==> src/rtl/pc_cmd_seq_gen.sv <==
// Command-driven tagged sequence generator between a FWFT command FIFO and an output FIFO.
// Optional statistics outputs (stat_words, stat_stalls) are enabled by defining PC_SEQ_STATS_EN.
module pc_cmd_seq_gen #(
  parameter int CMD_W  = 32,
  parameter int CNT_W  = 24,
  parameter int TAG_W  = 8,
  parameter int DATA_W = 32
) (
  input  logic              bus_clk,
  input  logic              reset_n,
  input  logic              cmd_empty,
  input  logic [CMD_W-1:0]  cmd_data,
  output logic              cmd_rd_en,
  input  logic              out_full,
  output logic              out_wr_en,
  output logic [DATA_W-1:0] out_data,
  output logic              eof,
  output logic              busy,
  output logic [TAG_W-1:0]  tag
`ifdef PC_SEQ_STATS_EN
  ,
  output logic [31:0]       stat_words,
  output logic [31:0]       stat_stalls
`endif
);

  // state | meaning
  // IDLE  | no run active; only command decode
  // RUN   | emitting sequence words while remaining != 0
  typedef enum logic {IDLE = 1'b0, RUN = 1'b1} state_e;

  localparam logic [1:0] OP_STOP       = 2'b00;
  localparam logic [1:0] OP_START_DOWN = 2'b01;
  localparam logic [1:0] OP_START_UP   = 2'b10;
  localparam logic [1:0] OP_LOAD_TAG   = 2'b11;

  state_e             state_q, state_d;
  logic [CNT_W-1:0]   cnt_q, cnt_d;
  logic [CNT_W-1:0]   rem_q, rem_d;
  logic               dir_up_q, dir_up_d;
  logic [TAG_W-1:0]   tag_q, tag_d;
  logic               eof_q, eof_d;
  logic               rd_en_q;

  logic               accept;
  logic               emit;
  logic               start_acc;
  logic [1:0]         op;
  logic [CNT_W-1:0]   arg;
  logic               unused_cmd_bits;

  assign op     = cmd_data[CMD_W-1:CMD_W-2];
  assign arg    = cmd_data[CNT_W-1:0];
  // Argument bits above CNT_W are deliberately ignored.
  assign unused_cmd_bits = ^cmd_data;

  // The registered pop blocks the next accept, so a stale FWFT head is never decoded twice.
  assign accept    = !cmd_empty && !rd_en_q;
  assign emit      = (state_q == RUN) && !out_full && !accept;
  assign start_acc = accept && ((op == OP_START_DOWN) || (op == OP_START_UP));

  assign cmd_rd_en = rd_en_q;
  assign out_wr_en = emit;
  assign busy      = (state_q == RUN);
  assign tag       = tag_q;
  assign eof       = eof_q;

  always_comb begin
    out_data = '0;
    out_data[TAG_W+CNT_W-1:0] = {tag_q, cnt_q};
  end

  always_ff @(posedge bus_clk or negedge reset_n) begin
    if (!reset_n) begin
      state_q  <= IDLE;
      cnt_q    <= '0;
      rem_q    <= '0;
      dir_up_q <= 1'b0;
      tag_q    <= '0;
      eof_q    <= 1'b0;
      rd_en_q  <= 1'b0;
    end else begin
      state_q  <= state_d;
      cnt_q    <= cnt_d;
      rem_q    <= rem_d;
      dir_up_q <= dir_up_d;
      tag_q    <= tag_d;
      eof_q    <= eof_d;
      rd_en_q  <= accept;
    end
  end

  always_comb begin
    state_d  = state_q;
    cnt_d    = cnt_q;
    rem_d    = rem_q;
    dir_up_d = dir_up_q;
    tag_d    = tag_q;
    eof_d    = eof_q;
    if (accept) begin
      case (op)
        OP_START_DOWN: begin
          cnt_d    = arg;
          rem_d    = arg;
          dir_up_d = 1'b0;
          eof_d    = 1'b0;
          state_d  = (arg != '0) ? RUN : IDLE;
        end
        OP_START_UP: begin
          cnt_d    = '0;
          rem_d    = arg;
          dir_up_d = 1'b1;
          eof_d    = 1'b0;
          state_d  = (arg != '0) ? RUN : IDLE;
        end
        OP_LOAD_TAG: begin
          tag_d = arg[TAG_W-1:0];
        end
        default: begin
          state_d = IDLE;
          rem_d   = '0;
          if (arg == '0) eof_d = 1'b1;
        end
      endcase
    end else if (emit) begin
      rem_d = rem_q - 1'b1;
      cnt_d = dir_up_q ? (cnt_q + 1'b1) : (cnt_q - 1'b1);
      if (rem_q == {{(CNT_W-1){1'b0}}, 1'b1}) state_d = IDLE;
    end
  end

`ifdef PC_SEQ_STATS_EN
  logic [31:0] words_q, words_d;
  logic [31:0] stalls_q, stalls_d;

  always_ff @(posedge bus_clk or negedge reset_n) begin
    if (!reset_n) begin
      words_q  <= '0;
      stalls_q <= '0;
    end else begin
      words_q  <= words_d;
      stalls_q <= stalls_d;
    end
  end

  always_comb begin
    words_d  = words_q;
    stalls_d = stalls_q;
    if (start_acc) begin
      words_d  = '0;
      stalls_d = '0;
    end else begin
      if (emit && (words_q != '1)) words_d = words_q + 1'b1;
      if ((state_q == RUN) && out_full && (stalls_q != '1)) stalls_d = stalls_q + 1'b1;
    end
  end

  assign stat_words  = words_q;
  assign stat_stalls = stalls_q;
`else
  logic unused_start_acc;
  assign unused_start_acc = start_acc;
`endif

endmodule
==> config.mk <==
export PLATFORM = sky130hd
export DESIGN_NAME = pc_cmd_seq_gen
export DESIGN_NICKNAME = d
export VERILOG_FILES = /design/src/rtl/pc_cmd_seq_gen.sv
export SDC_FILE = /design/constraint.sdc
export NUM_CORES = 1
export LEC_CHECK = 0
export CELL_PAD_IN_SITES_DETAIL_PLACEMENT = 2
export CELL_PAD_IN_SITES_GLOBAL_PLACEMENT = 2
export CORE_MARGIN = 2
export CORE_UTILIZATION = 34
export CTS_CLUSTER_SIZE = 24
export DETAILED_ROUTE_END_ITERATION = 10
export GPL_ROUTABILITY_DRIVEN = 1
export PLACE_DENSITY_LB_ADDON = 0.1
export SLEW_MARGIN = 20
export SYNTH_ARGS = -nofsm -noshare
export SYNTH_HDL_FRONTEND = slang
export SYNTH_SLANG_ARGS = --single-unit
export TNS_END_PERCENT = 1
==> constraint.sdc <==
create_clock -name bus_clk -period 4.3 [get_ports bus_clk]
set_input_delay 0.645 -clock bus_clk [delete_from_list [all_inputs] [get_ports bus_clk]]
set_output_delay 0.645 -clock bus_clk [all_outputs]
set_load 0.01 [all_outputs]
# After elaboration in Yosys (flattened, before gate mapping)
# Cells that the tools add are included.
op_classes:
  mux: 15
  n_bitwise: 1
  n_addsub: 3
  n_reduce_logical: 20
  n_eq_ne: 6
ops:
  columns: ["cell", "n"]
  rows:
  - ["$mux 24", 5]
  - ["$pmux 24 s2", 2]
  - ["$sub 24x1->24 const B", 2]
  - ["$add 24x1->24 const B", 1]
  - ["$eq 24x1->1 const B", 1]
  - ["$logic_not 24->1", 1]
  - ["$reduce_bool 24->1", 1]
  - ["$reduce_and 2->1", 4]
  - ["$reduce_bool 2->1", 4]
  - ["$pmux 1 s2", 3]
  - ["$reduce_and 3->1", 2]
  - ["$mux 1", 5]
  - ["$eq 2x2->1 const B", 2]
  - ["$logic_not 1->1", 4]
  - ["$logic_and 1x1->1", 3]
  - ["$ne 3x1->1 const B", 1]
  - ["$eq 2x1->1 const B", 1]
  - ["$ne 2x2->1 const B", 1]
  - ["$reduce_or 2->1", 1]
  - ["$not 1->1", 1]
word_totals:
  output_inout_bits: 44
  input_bits: 36
  ff_bits: 60

# Logic depth before layout (Yosys ltp)
depth:
  ltp_word: 6
  ltp_mapped: 10

# Worst setup path before layout
# Ideal clock, no wire load.
synth_path:
  path_type: "register to register"
  start: "reg dir_up_q"
  end: "reg cnt_q[23]"
  path_stages_with_launch: 11
  arrival_time_ps: 2575
  t_required_ps: 4161
  setup_slack_ps: 1586
  path_cell_list: "dfrtp_1 -> inv_1 -> ha_1 -> clkbuf_2 -> nand4_1 -> o221ai_1 -> a21oi_1 -> a21bo_2 -> mux2i_1 -> o41ai_1 -> nand3_1"
synth_via:
  elab_chain_cells: 3
synth_lines:
  columns: ["element", "line", "source"]
  rows:
  - ["from (decl)", "40", "logic dir_up_q, dir_up_d;"]
  - ["from (signal assigned)", "86", "dir_up_q <= dir_up_d;"]
  - ["$mux 24", "127", "cnt_d = dir_up_q ? (cnt_q + 1'b1) : (cnt_q - 1'b1);"]
  - ["$mux 24", "125", "end else if (emit) begin"]
  - ["$mux 24", "100", "if (accept) begin"]
  - ["to (signal assigned)", "84", "cnt_q <= cnt_d;"]
  - ["to (decl)", "38", "logic [CNT_W-1:0] cnt_q, cnt_d;"]
# No other way between the ends. The select of a mux whose other input is x is not followed.
# A chain may end at the register's enable or synchronous reset.

# Final worst setup path
layout_path:
  start: "reg dir_up_q"
  end: "reg cnt_q[22]"
# The elaborated chain is that of the path after synthesis.

==> report_table.html <==
<table>
<tr><th>Metric</th><th>Value</th></tr>
<tr><th colspan="2">Place</th></tr>
<tr><td># placed instances</td><td>776</td></tr>
<tr><td>Post-Place Setup Slack</td><td>1.08 ns</td></tr>
<tr><td>Buffers added on ports</td><td>73</td></tr>
<tr><td>Dpl hpwl</td><td>between 10000 and 15000 um</td></tr>
<tr><td>Placer's final routability congestion estimate</td><td>0.877</td></tr>
<tr><th colspan="2">Cells and area</th></tr>
<tr><td>Final antenna diode count</td><td>0</td></tr>
<tr><td>Post-layout net count</td><td>about 680</td></tr>
<tr><td>Number of standard cells in the layout, taps in and fillers out</td><td>792</td></tr>
<tr><td>Most common cell after layout, fill and taps aside</td><td>sky130_fd_sc_hd__clkdlybuf4s50_1</td></tr>
<tr><td>Commonest cells after routing, fill and taps aside</td><td>sky130_fd_sc_hd__clkdlybuf4s50_1, sky130_fd_sc_hd__nor2_1, sky130_fd_sc_hd__o21ai_0, sky130_fd_sc_hd__dfrtp_1, sky130_fd_sc_hd__a21oi_1</td></tr>
<tr><td>Layout cells sized above 1</td><td>7.63%</td></tr>
<tr><td>Post-layout utilization of the core</td><td>43.6%</td></tr>
<tr><td>Area growth from synthesis to layout</td><td>26.7%</td></tr>
<tr><th colspan="2">Clock network</th></tr>
<tr><td>H-tree levels</td><td>3</td></tr>
<tr><td>Number of gates resized after CTS</td><td>0</td></tr>
<tr><td>Worst-Skew Late Latency</td><td>0.34 ns</td></tr>
<tr><td>Clock tree root driver cell</td><td>sky130_fd_sc_hd__clkbuf_16</td></tr>
<tr><td>TritonCTS clock tree</td><td>yes</td></tr>
<tr><td>TritonCTS buffer count</td><td>9</td></tr>
<tr><td>Clock buffer depth</td><td>2</td></tr>
<tr><td>Number of clock sinks</td><td>60</td></tr>
<tr><td>Post-CTS Hold Fix Bufs</td><td>0</td></tr>
<tr><td>Clock slew at the register clock pins of the worst setup and hold paths</td><td>0.05 ns</td></tr>
<tr><td>Number of buffers inserted to repair setup after CTS</td><td>0</td></tr>
<tr><th colspan="2">Global routing</th></tr>
<tr><td>Largest net degree at the start of global routing</td><td>44</td></tr>
<tr><td>Initial antenna violation count</td><td>0</td></tr>
<tr><td>Via count of the first global-routing pass</td><td>just over 5000</td></tr>
<tr><td>Tot GR Track Use</td><td>25.5%</td></tr>
<tr><td>Remaining Overflow, GRT</td><td>0</td></tr>
<tr><td>Wire length of the first global-routing pass</td><td>28400 um</td></tr>
<tr><th colspan="2">Timing</th></tr>
<tr><td>Final setup violating endpoints</td><td>0</td></tr>
<tr><td>Tightest Pin Transition</td><td>0.838 ns</td></tr>
<tr><td>Hold Violations, Final</td><td>0</td></tr>
<tr><td>Final setup margin</td><td>1.01 ns</td></tr>
<tr><td>Relative slew slack</td><td>44.1%</td></tr>
<tr><td>Largest clock skew in the final design</td><td>0.00777 ns</td></tr>
<tr><td>Max Clk Rate</td><td>304 MHz</td></tr>
<tr><td>Final min period</td><td>3.29 ns</td></tr>
<tr><td>Max Slew Vio Count</td><td>0</td></tr>
<tr><td>Unrepaired setup endpoints after global routing</td><td>no</td></tr>
<tr><td>Setup TNS Final</td><td>0 ns</td></tr>
<tr><td>Crit share post-route</td><td>between 70 and 80%</td></tr>
<tr><th colspan="2">Logic synthesis</th></tr>
<tr><td>Top_reg_cell synth</td><td>sky130_fd_sc_hd__dfrtp_1</td></tr>
<tr><td>Count of warnings emitted by yosys</td><td>0</td></tr>
<tr><td>Post-Synthesis Cell Area</td><td>0.00450 mm2</td></tr>
<tr><td>Cell count after synthesis</td><td>550</td></tr>
<tr><td>Sequential element share of the synthesized area</td><td>33.3%</td></tr>
<tr><td>Post-synthesis area per instance</td><td>slightly above 8 um2</td></tr>
<tr><td>Async set-reset flop share out of synthesis</td><td>100%</td></tr>
<tr><td>Synthesized flop and latch total</td><td>60</td></tr>
<tr><td>Post-synth EDFFs</td><td>0</td></tr>
<tr><td>Total nets after synthesis</td><td>slightly above 600</td></tr>
<tr><td>Number of distinct library cells after synthesis</td><td>59</td></tr>
<tr><th colspan="2">Job</th></tr>
<tr><td>Number of maximum-capacitance violations</td><td>0</td></tr>
<tr><th colspan="2">Floorplanning</th></tr>
<tr><td>Die area</td><td>0.0142 mm2</td></tr>
<tr><td>Die height</td><td>119 um</td></tr>
<tr><td>Number of core rows</td><td>42</td></tr>
<tr><td>Initial standard-cell utilization of the core</td><td>34.4%</td></tr>
<tr><td>Horizontal die dimension</td><td>approximately 120 um</td></tr>
<tr><td>Number of I/O pins</td><td>80</td></tr>
<tr><td>CORE AREA</td><td>0.0131 mm2</td></tr>
<tr><th colspan="2">Worst setup path</th></tr>
<tr><td>Critical path buffers and inverters</td><td>2</td></tr>
<tr><td>Largest stage delay on the critical path</td><td>approximately 0.45 ns</td></tr>
<tr><td>Endpoint required time on the critical path</td><td>4.51 ns</td></tr>
<tr><td>Worst path slowest cell</td><td>sky130_fd_sc_hd__or3b_2</td></tr>
<tr><td>Gate family responsible for the most delay along the worst path</td><td>compound AO/OA/AOI/OAI gates</td></tr>
<tr><td>Classification of the worst setup path</td><td>flop to flop</td></tr>
<tr><td>Arrival time at the worst endpoint</td><td>3.49 ns</td></tr>
<tr><td>Kind of start point of the critical path</td><td>flop</td></tr>
<tr><td>Endpoint class of the critical path</td><td>flop</td></tr>
<tr><td>Highest net fanout along the worst path</td><td>17</td></tr>
<tr><td>Critical path, cell by cell</td><td>inv_1 &gt; buf_4 &gt; ha_1 &gt; a21o_1 &gt; a21o_1 &gt; a21oi_1 &gt; or3b_2 &gt; o21ai_0 &gt; xor2_1 &gt; a21oi_1</td></tr>
<tr><td>Setup slack on the worst flop-to-flop path</td><td>1.01 ns</td></tr>
<tr><th colspan="2">Drt</th></tr>
<tr><td>Detailed-route vias per instance</td><td>5.84</td></tr>
<tr><td>Vias</td><td>4628</td></tr>
<tr><td>Drc violations</td><td>0</td></tr>
<tr><td>Number of search-and-repair iterations in the first detailed-routing pass</td><td>4</td></tr>
<tr><td>Iteration-0 DRC Markers</td><td>210</td></tr>
<tr><td>Final routed wirelength across all metal layers</td><td>~17000 um</td></tr>
<tr><td>Remaining number of nets flagged by the antenna check after routing</td><td>0</td></tr>
<tr><td>Final routed wire length divided by cell count</td><td>around 22 um</td></tr>
<tr><th colspan="2">Power</th></tr>
<tr><td>Clk network pwr share</td><td>18.9%</td></tr>
<tr><td>Pwr Density</td><td>768 mW/mm2</td></tr>
<tr><td>Overall power of the completed layout</td><td>between 4000 and 5000 uW</td></tr>
<tr><td>Sequential share of power</td><td>22.8%</td></tr>
<tr><td>Part of the power in combinational logic</td><td>58.3%</td></tr>
<tr><td>Cell Int Power</td><td>2420 uW</td></tr>
<tr><td>Sw power</td><td>1960 uW</td></tr>
<tr><td>Proportion of total power due to net switching</td><td>44.8%</td></tr>
<tr><td>Peak supply drop</td><td>0.323 mV</td></tr>
<tr><td>Leakage power</td><td>0.00227 uW</td></tr>
<tr><th colspan="2">Min path</th></tr>
<tr><td>Worst min-delay path category</td><td>primary input to asynchronous set/reset pin</td></tr>
<tr><th colspan="2">Status</th></tr>
<tr><td>Result of the run</td><td>finished, final reports clean</td></tr>
</table>
==> metrics by stage <==
stage               hold WS [ns]  area (um2)
finish                     0.328        5710
global placement           0.482        5370
floorplan                  0.349        4500
CTS                        0.521        5700
detailed placement         0.509        5370
global route               0.368        5710
==> kinds of logic after synthesis <==
| group | count (synthesis) | share of synthesized area (%) |
|---|---|---|
| compound gates | 210 | 28.6 |
| simple gates | 177 | 19.5 |
| buf+inv | 48 | 4.83 |
| xor+xnor | 16 | 3.11 |
| mux | 11 | 2.67 |
| flops | 60 | 33.3 |
| fa+ha+maj | 28 | 7.94 |
==> sequential cells by signal, indices dropped and copies added, names as in the netlist <==
signal,flops
cnt_q,24
rem_q,24
tag,8
busy,1
cmd_rd_en,1
dir_up_q,1
eof,1
==> final cells by class <==
cell class / instances / area, um2
fill: 1496 / 7380
clock inverter: 4 / 70.1
sequential: 60 / 1500
inverter: 15 / 56.3
multi-input combinational: 442 / 2790
tap: 176 / 220
clock buffer: 12 / 267
timing repair buffer: 83 / 803
==> per-layer routing <==
layer / wire, um / vias up / GRT usage, %
li1: - / 2171 / -
met1: 7990 / 2361 / 33.4
met2: 8700 / 71 / 43.9
met3: 412 / 25 / 3.26
met4: 297 / 0 / 7.59
met5: 0 / - / 0
==> power by group through the flow <==
| stage | combinational [uW] | clock (uW) | sequential, uW |
|---|---|---|---|
| after floorplan | 1650 | 0 | 1000 |
| after global placement | 2400 | 0 | 990 |
| after detailed placement | 2520 | 0 | 1000 |
| after CTS | 2550 | 842 | 1000 |
| after global routing | 2840 | 862 | 1040 |
| final | 2550 | 827 | 1000 |
==> final timing paths <==
check | startpoint | endpoint | depth (start not counted)
max in group asynchronous | reset_n | rem_q[13]$_DFFE_PN0P_ | 2
worst min register to register | rem_q[21]$_DFFE_PN0P_ | rem_q[21]$_DFFE_PN0P_ | 2
worst max-delay path | dir_up_q$_DFFE_PN0P_ | cnt_q[22]$_DFFE_PN0P_ | 10
worst min-delay path | reset_n | tag[1]$_DFFE_PN0P_ | 1
min in group bus_clk | rem_q[21]$_DFFE_PN0P_ | rem_q[21]$_DFFE_PN0P_ | 2
worst max register to register | dir_up_q$_DFFE_PN0P_ | cnt_q[22]$_DFFE_PN0P_ | 10
==> cells in the mapped netlist, drive strengths merged (8+ instances only) <==
cell    number  share of area [%]
nor2        73                6.3
o21ai       71                7.9
dfrtp       60                 33
a21oi       55                6.1
nand2       32                2.7
ha          27                7.5
clkbuf      17                1.4
buf         16                2.1
inv         14                1.2
nor3        13                1.4
nor4        13                2.5
a21o        11                1.8
a22oi        9                1.5
a31oi        9                1.2
a32oi        9                1.8
nand3        9                1.0
mux2         8                2.0
xnor2        8                1.6
xor2         8                1.6
No activity file was read; power rests on OpenSTA's default activity.
